==> config.mk <==
export PLATFORM = sky130hd
export DESIGN_NAME = dbg_run_ctrl_flat
export DESIGN_NICKNAME = d
export VERILOG_FILES = /design/src/rtl/dbg_pkg.sv /design/src/rtl/dbg_run_ctrl_if.sv /design/src/rtl/btn_sync_edge.sv /design/src/rtl/dbg_run_ctrl.sv /design/src/flat_wrapper.sv
export SDC_FILE = /design/constraint.sdc
export NUM_CORES = 1
export LEC_CHECK = 0
export BUFFER_PORTS_ARGS = -buffer_cell sky130_fd_sc_hd__buf_2
export CORE_MARGIN = 2
export CORE_UTILIZATION = 30
export DETAILED_ROUTE_END_ITERATION = 6
export GPL_TIMING_DRIVEN = 0
export SYNTH_ARGS = -nofsm -noshare
export SYNTH_HDL_FRONTEND = slang
export SYNTH_SLANG_ARGS = --single-unit
==> constraint.sdc <==
create_clock -name clk -period 2.5 [get_ports clk]
set_input_delay 0 -clock clk [delete_from_list [all_inputs] [get_ports clk]]
set_output_delay 0 -clock clk [all_outputs]
set_load 0.05 [all_outputs]
==> src/rtl/dbg_pkg.sv <==
// dbg_pkg: shared run-control state encoding and halt-cause codes
package dbg_pkg;
  typedef enum logic [1:0] {RUN, DRAIN, HALT, STEP} state_t;
  localparam logic [1:0] CAUSE_NONE = 2'd0;
  localparam logic [1:0] CAUSE_BRK  = 2'd1;
  localparam logic [1:0] CAUSE_BP   = 2'd2;
  localparam logic [1:0] CAUSE_OVF  = 2'd3;
endpackage

==> src/rtl/dbg_run_ctrl_if.sv <==
// dbg_run_ctrl_if: pipeline-facing run-control signals between core/debug host and sequencer
interface dbg_run_ctrl_if #(parameter int CNT_W = 32) ();
  logic             break_btn;
  logic             continue_btn;
  logic             step_btn;
  logic             bp_en;
  logic [31:0]      bp_addr;
  logic [31:0]      pc_if;
  logic             overflow_wb;
  logic             retire_wb;
  logic             cnt_clr;
  logic             fetch_hold;
  logic             freeze;
  logic             halted;
  logic [1:0]       halt_cause;
  logic [CNT_W-1:0] cycle_cnt;
  logic [CNT_W-1:0] retire_cnt;
  modport master (
    output break_btn, continue_btn, step_btn, bp_en, bp_addr, pc_if, overflow_wb, retire_wb, cnt_clr,
    input  fetch_hold, freeze, halted, halt_cause, cycle_cnt, retire_cnt
  );
  modport slave (
    input  break_btn, continue_btn, step_btn, bp_en, bp_addr, pc_if, overflow_wb, retire_wb, cnt_clr,
    output fetch_hold, freeze, halted, halt_cause, cycle_cnt, retire_cnt
  );
endinterface

==> src/rtl/btn_sync_edge.sv <==
// btn_sync_edge: synchronizes an async button and emits a registered 1-cycle rising-edge pulse
module btn_sync_edge #(
  parameter int SYNC_STAGES = 2
) (
  input  logic clk,
  input  logic rst_n,
  input  logic btn_i,
  output logic pulse_o
);
  logic [SYNC_STAGES-1:0] sync_q;
  logic                   prev_q;
  logic                   pulse_q;
  always_ff @(posedge clk or negedge rst_n) begin
    if (!rst_n) begin
      sync_q  <= '0;
      prev_q  <= 1'b0;
      pulse_q <= 1'b0;
    end else begin
      sync_q  <= (sync_q << 1) | SYNC_STAGES'(btn_i);
      prev_q  <= sync_q[SYNC_STAGES-1];
      pulse_q <= sync_q[SYNC_STAGES-1] & ~prev_q;
    end
  end
  assign pulse_o = pulse_q;
endmodule

==> src/rtl/dbg_run_ctrl.sv <==
// dbg_run_ctrl: halts, drains, single-steps and resumes the pipeline; counts unfrozen cycles and retirements
module dbg_run_ctrl
  import dbg_pkg::*;
#(
  parameter int PIPE_DEPTH  = 5,
  parameter int SYNC_STAGES = 2,
  parameter int CNT_W       = 32
) (
  input logic          clk,
  input logic          rst_n,
  dbg_run_ctrl_if.slave bus
);
  localparam int DW = $clog2(PIPE_DEPTH);
  localparam logic [DW-1:0] DRAIN_LAST = DW'(PIPE_DEPTH - 2);
  state_t           state_q;
  logic [DW-1:0]    drain_q;
  logic             bp_skip_q;
  logic             halted_q;
  logic [1:0]       cause_q;
  logic [CNT_W-1:0] cycle_q;
  logic [CNT_W-1:0] retire_q;
  logic             brk_p, cont_p, step_p;
  logic             bp_hit, fetch_hold, freeze;
  btn_sync_edge #(.SYNC_STAGES(SYNC_STAGES)) u_brk  (.clk(clk), .rst_n(rst_n), .btn_i(bus.break_btn),    .pulse_o(brk_p));
  btn_sync_edge #(.SYNC_STAGES(SYNC_STAGES)) u_cont (.clk(clk), .rst_n(rst_n), .btn_i(bus.continue_btn), .pulse_o(cont_p));
  btn_sync_edge #(.SYNC_STAGES(SYNC_STAGES)) u_step (.clk(clk), .rst_n(rst_n), .btn_i(bus.step_btn),     .pulse_o(step_p));
  // bp_skip lets a resume fetch the breakpoint address once without re-halting
  assign bp_hit     = bus.bp_en && (bus.pc_if == bus.bp_addr) && !bp_skip_q && (state_q == RUN);
  assign fetch_hold = (state_q == DRAIN) || (state_q == HALT) || bp_hit;
  assign freeze     = state_q == HALT;
  always_ff @(posedge clk or negedge rst_n) begin
    if (!rst_n) begin
      state_q   <= RUN;
      drain_q   <= '0;
      bp_skip_q <= 1'b0;
      halted_q  <= 1'b0;
      cause_q   <= CAUSE_NONE;
    end else begin
      if ((state_q == RUN || state_q == STEP) && !fetch_hold) bp_skip_q <= 1'b0;
      case (state_q)
        RUN: begin
          if (bus.overflow_wb) begin
            state_q  <= HALT;
            halted_q <= 1'b1;
            cause_q  <= CAUSE_OVF;
          end else if (brk_p || bp_hit) begin
            state_q <= DRAIN;
            drain_q <= '0;
            cause_q <= brk_p ? CAUSE_BRK : CAUSE_BP;
          end
        end
        DRAIN: begin
          if (bus.overflow_wb || drain_q == DRAIN_LAST) begin
            state_q  <= HALT;
            halted_q <= 1'b1;
            if (bus.overflow_wb) cause_q <= CAUSE_OVF;
          end else begin
            drain_q <= drain_q + DW'(1);
          end
        end
        HALT: begin
          if (cont_p || step_p) begin
            state_q   <= cont_p ? RUN : STEP;
            halted_q  <= 1'b0;
            bp_skip_q <= 1'b1;
            cause_q   <= CAUSE_NONE;
          end
        end
        STEP: begin
          if (bus.overflow_wb) begin
            state_q  <= HALT;
            halted_q <= 1'b1;
            cause_q  <= CAUSE_OVF;
          end else begin
            state_q <= DRAIN;
            drain_q <= '0;
            cause_q <= CAUSE_BRK;
          end
        end
        default: state_q <= RUN;
      endcase
    end
  end
  always_ff @(posedge clk or negedge rst_n) begin
    if (!rst_n) begin
      cycle_q  <= '0;
      retire_q <= '0;
    end else begin
      cycle_q  <= bus.cnt_clr ? '0 : freeze ? cycle_q : cycle_q + CNT_W'(1);
      retire_q <= bus.cnt_clr ? '0 : (bus.retire_wb && !freeze) ? retire_q + CNT_W'(1) : retire_q;
    end
  end
  assign bus.fetch_hold = fetch_hold;
  assign bus.freeze     = freeze;
  assign bus.halted     = halted_q;
  assign bus.halt_cause = cause_q;
  assign bus.cycle_cnt  = cycle_q;
  assign bus.retire_cnt = retire_q;
endmodule

==> src/flat_wrapper.sv <==
// flat-port wrapper written by rule: the top's interface ports become plain ports
module dbg_run_ctrl_flat import dbg_pkg::*;
#(
  parameter int PIPE_DEPTH  = 5,
  parameter int SYNC_STAGES = 2,
  parameter int CNT_W       = 32
)
  (clk, rst_n, bus_break_btn, bus_continue_btn, bus_step_btn, bus_bp_en, bus_bp_addr, bus_pc_if, bus_overflow_wb, bus_retire_wb, bus_cnt_clr, bus_fetch_hold, bus_freeze, bus_halted, bus_halt_cause, bus_cycle_cnt, bus_retire_cnt);
  dbg_run_ctrl_if #(.CNT_W(CNT_W)) bus_i ();
  input logic clk;
  input logic rst_n;
  input wire logic [$bits(bus_i.break_btn)-1:0] bus_break_btn;
  input wire logic [$bits(bus_i.continue_btn)-1:0] bus_continue_btn;
  input wire logic [$bits(bus_i.step_btn)-1:0] bus_step_btn;
  input wire logic [$bits(bus_i.bp_en)-1:0] bus_bp_en;
  input wire logic [$bits(bus_i.bp_addr)-1:0] bus_bp_addr;
  input wire logic [$bits(bus_i.pc_if)-1:0] bus_pc_if;
  input wire logic [$bits(bus_i.overflow_wb)-1:0] bus_overflow_wb;
  input wire logic [$bits(bus_i.retire_wb)-1:0] bus_retire_wb;
  input wire logic [$bits(bus_i.cnt_clr)-1:0] bus_cnt_clr;
  output wire logic [$bits(bus_i.fetch_hold)-1:0] bus_fetch_hold;
  output wire logic [$bits(bus_i.freeze)-1:0] bus_freeze;
  output wire logic [$bits(bus_i.halted)-1:0] bus_halted;
  output wire logic [$bits(bus_i.halt_cause)-1:0] bus_halt_cause;
  output wire logic [$bits(bus_i.cycle_cnt)-1:0] bus_cycle_cnt;
  output wire logic [$bits(bus_i.retire_cnt)-1:0] bus_retire_cnt;
  assign bus_i.break_btn = bus_break_btn;
  assign bus_i.continue_btn = bus_continue_btn;
  assign bus_i.step_btn = bus_step_btn;
  assign bus_i.bp_en = bus_bp_en;
  assign bus_i.bp_addr = bus_bp_addr;
  assign bus_i.pc_if = bus_pc_if;
  assign bus_i.overflow_wb = bus_overflow_wb;
  assign bus_i.retire_wb = bus_retire_wb;
  assign bus_i.cnt_clr = bus_cnt_clr;
  assign bus_fetch_hold = bus_i.fetch_hold;
  assign bus_freeze = bus_i.freeze;
  assign bus_halted = bus_i.halted;
  assign bus_halt_cause = bus_i.halt_cause;
  assign bus_cycle_cnt = bus_i.cycle_cnt;
  assign bus_retire_cnt = bus_i.retire_cnt;
  dbg_run_ctrl #(.PIPE_DEPTH(PIPE_DEPTH), .SYNC_STAGES(SYNC_STAGES), .CNT_W(CNT_W)) u_core (.clk(clk), .rst_n(rst_n), .bus(bus_i));
endmodule
==> results.md <==
* Status: finished clean
* Nets at 700
* Share of cells above drive strength 1 at between 20% and 30%
* Register area share after synthesis at 48.4%
* Io pins at roughly 140
* Max Cap Viol at 0
* CTS H-tree lvls at 3
* Die area at between 15000 and 20000 sq um
* Final Max Tran Viols at 0
* Period minus WS final at about 2.4 ns
* CP Capture Type: register
* Max stage delay cell, worst path: dfrtp_1
* Crit path required time at between 2 and 3 ns
* Most frequent cell after synthesis: dfrtp_1
* Worst VDD drop at slightly below 0.4 mV
* DRC at 0
* Top cell type's share of synthesized area at 48.4%
* Most used DFF post-synth: dfrtp_1
* Leakage at 0.00275 uW
* Drt via density at 4.86
* Post-synth top cells: 85 x dfrtp_1, 65 x nor2_1, 56 x xor2_1, 25 x nand3_1, 24 x nand2_1
* Post-synth EDFFs at 0
* Synth Cell Area at around 4400 sq um
* Fmax achieved at 424 MHz
* Share of power burned in registers at between 40 and 50%
* Cell count after synthesis at 458
* Number of global-route vias before repair at between 3000 and 4000
* Crit path cell chain: inv_1, ha_1, nand4b_1, nor4_4, nand4_1, buf_4, or3_1, a21oi_1
* Core area at 14400 sq um
* Synthesis warning total at 0
* PD cells at 671 nW/um^2
* Worst slew pin tran at 0.519 ns
* Final Cycle Share at 94.3%
* Average cell area after synthesis at 9.61 sq um
* Final ANT Viol Nets at 0
* Max FO, Critical Path at 8
* Worst Path Arrival at 2.62 ns
* Register area at 2130 sq um
* Pwr Total at 3860 uW
* Final setup viols at 0
* Setup TNS at 0 ns
* Flops & latches, synth at 85
* Sw Pwr at 1300 uW
* Gr ovfl total at 0
* Final Hold Fails at 0
* Detailed-route via count at 3918
* Initial antenna violation count at 0
* GRT Overall Usage at 14.9%
* Sw frac at 33.7%
* Detailed placement HPWL at about 8600 um
* Largest net degree at the start of global routing at 54
* CTS buffer count at 9
* Routed len/inst at 14.2 um
* CTS tree: built
* Initial core utilization at 30.5%
* CP Launch Type: register
* Ys async rst share at 100%
* Clock Pin Slew Worst Setup and Hold Paths at 0.06 ns
* Layout Skew at 0.00478 ns
* First-pass GRT wire length at 19000 um
* Synth top area cells: dfrtp_1 48%, xor2_1 11%, nor2_1 5.5%
* DR pass1 iterations at 4
* Slew margin rel. at 65.4%
* Root buf cell: clkbuf_16
* HP Class: input pin to register
* Gate power share at 28.6%
* Total Wirelength at 11500 um
* Die extent in y at 125 um
* Int Pwr at about 2600 uW
* Insertion delay to the later sink of the worst-skew pair at between 0.3 and 0.4 ns
* Clock sinks at 85
* Synth unique cells at 40
* Crit-path max cell delay at roughly 0.38 ns
* Area occupied by multi-input gates at 2200 sq um
* Die width at 125 um
* Clock Tree Buf Depth at 2
* Placement row count at 44
* Gpl congestion at 0.772
* Syn-to-layout area delta at 30.7%
* DR iter-0 viols at 198
* Fillers at 1454
* Clk pwr share at 31.3%
* Critical path type: register to register
* Post-Syn Nets at approximately 540
* Final antenna diode count at 0
* Area leader, netlist: dfrtp_1
* PortBufs at ~140
==> final cells by class <==
class	instances	area share, %
Clock inverter	2	0.174
Sequential cell	85	37.0
Timing Repair Buffer	151	14.2
Multi-Input combinational cell	345	38.3
Tap cell	184	4.01
Buffer	11	0.914
Inverter	16	1.04
Clock buffer	13	4.35
==> cell families after synthesis <==
| family | synth area share (%) |
|---|---|
| XOR/XNOR | 15.3 |
| adder cells (fa/ha/maj) | 2.28 |
| multiplexers | 1.65 |
| buffers and inverters | 2.62 |
| AO/OA/AOI/OAI | 6.00 |
| AND/OR/NAND/NOR | 23.8 |
| flip-flops | 48.4 |
==> critical path, delay by kind of cell (launching register included) <==
family                   cells  cell delay, ns
AND/OR/NAND/NOR              4            1.18
flip-flops                   1            0.38
adder cells (fa/ha/maj)      1            0.29
buffers and inverters        2            0.26
AO/OA/AOI/OAI                1            0.17
==> placed cells by master, fill, tap and decap left out, types with 5 or more instances in the layout <==
master         synthesis  routed
clkbuf_1               8       9
mux2i_1                5       5
xor2_1                56      56
o21ai_0               23      23
ha_1                   8       8
nor3_1                11       9
and3_1                 5       5
nand4_1               18      18
clkbuf_16              0       9
or3_1                 19      19
buf_4                  2       7
a21oi_1               21      21
nor2_1                65      64
dfrtp_1               85      85
nand3_1               25      25
nand2_1               24      24
dlygate4sd3_1          0       5
and4_1                 5       5
xnor2_1               21      21
buf_2                  2     141
nor2b_1                7       6
nor4_1                 9       7
inv_1                 16      16
==> power by group through the flow <==
stage	Combinational [uW]	Sequential, uW	Clock, uW
global route	1220	1560	1310
CTS	1100	1550	1250
floorplan	610	1730	0
finish	1100	1550	1210
global placement	1060	1570	0
detailed placement	1090	1580	0
==> metrics by stage <==
step | setup WS (ns) | hold WS, ns | instances | area, sq um | util [%]
final | 0.142 | 0.127 | 807 | 5750 | 39.9
after global routing | -0.0177 | 0.166 | 807 | 5750 | 39.9
after CTS | 0.00484 | 0.114 | 805 | 5700 | 39.5
after detailed placement | -0.157 | -0.0202 | 784 | 5370 | 37.2
after global placement | -0.101 | 0.112 | 783 | 5340 | 37.0
after floorplan | 0.0392 | -0.296 | 458 | 4410 | -
==> what timing repair did <==
action                                 in CTS  in global routing
buffers inserted                            1                  3
resized for setup                           1                  9
pin swaps                                   1                  1
endpoints found under the hold margin      38                  0
hold buffers                                5                  0
setup endpoints to repair                   4                 20
==> registers in the layout, summed over array words and instances, names as in the netlist <==
name and flops:
u_core.u_step.pulse_o 1, u_core.state_q 2, u_core.u_brk.pulse_o 1, u_core.bus.halted 1, u_core.bus.halt_cause 2, u_core.bus.cycle_cnt 32
u_core.bus.retire_cnt 32, u_core.u_step.prev_q 1, u_core.u_cont.sync_q 2, u_core.u_step.sync_q 2, u_core.bp_skip_q 1, u_core.u_brk.sync_q 2
u_core.u_cont.prev_q 1, u_core.u_cont.pulse_o 1, u_core.u_brk.prev_q 1, u_core.drain_q 3
==> worst paths after layout <==
| path | startpoint | to | slack [ns] | depth (start not counted) |
|---|---|---|---|---|
| worst max-delay path | u_core.state_q[0]$_DFFE_PN0P_ | u_core.bus.cycle_cnt[29]$_DFFE_PN0P_ | 0.14 | 8 |
| worst min-delay path | bus_overflow_wb | u_core.bus.halted$_DFFE_PN0P_ | 0.13 | 4 |
| worst max register to register | u_core.state_q[0]$_DFFE_PN0P_ | u_core.bus.cycle_cnt[29]$_DFFE_PN0P_ | 0.14 | 8 |
| worst min register to register | u_core.u_brk.sync_q[0]$_DFF_PN0_ | u_core.u_brk.sync_q[1]$_DFF_PN0_ | 0.35 | 0 |
| max in group asynchronous | rst_n | u_core.bp_skip_q$_DFF_PN0_ | 1.74 | 3 |
| min in group asynchronous | rst_n | u_core.bus.retire_cnt[16]$_DFFE_PN0P_ | 0.15 | 2 |
==> routing by layer <==
layer	share of wire [%]	track usage (%)	up-vias
li1	-	-	1893
met1	43	17.5	1867
met2	48	25.5	150
met3	9.0	6.38	8
met4	0.65	3.27	0
met5	0	0	-
Note: power is estimated with default switching activity, not from simulation.
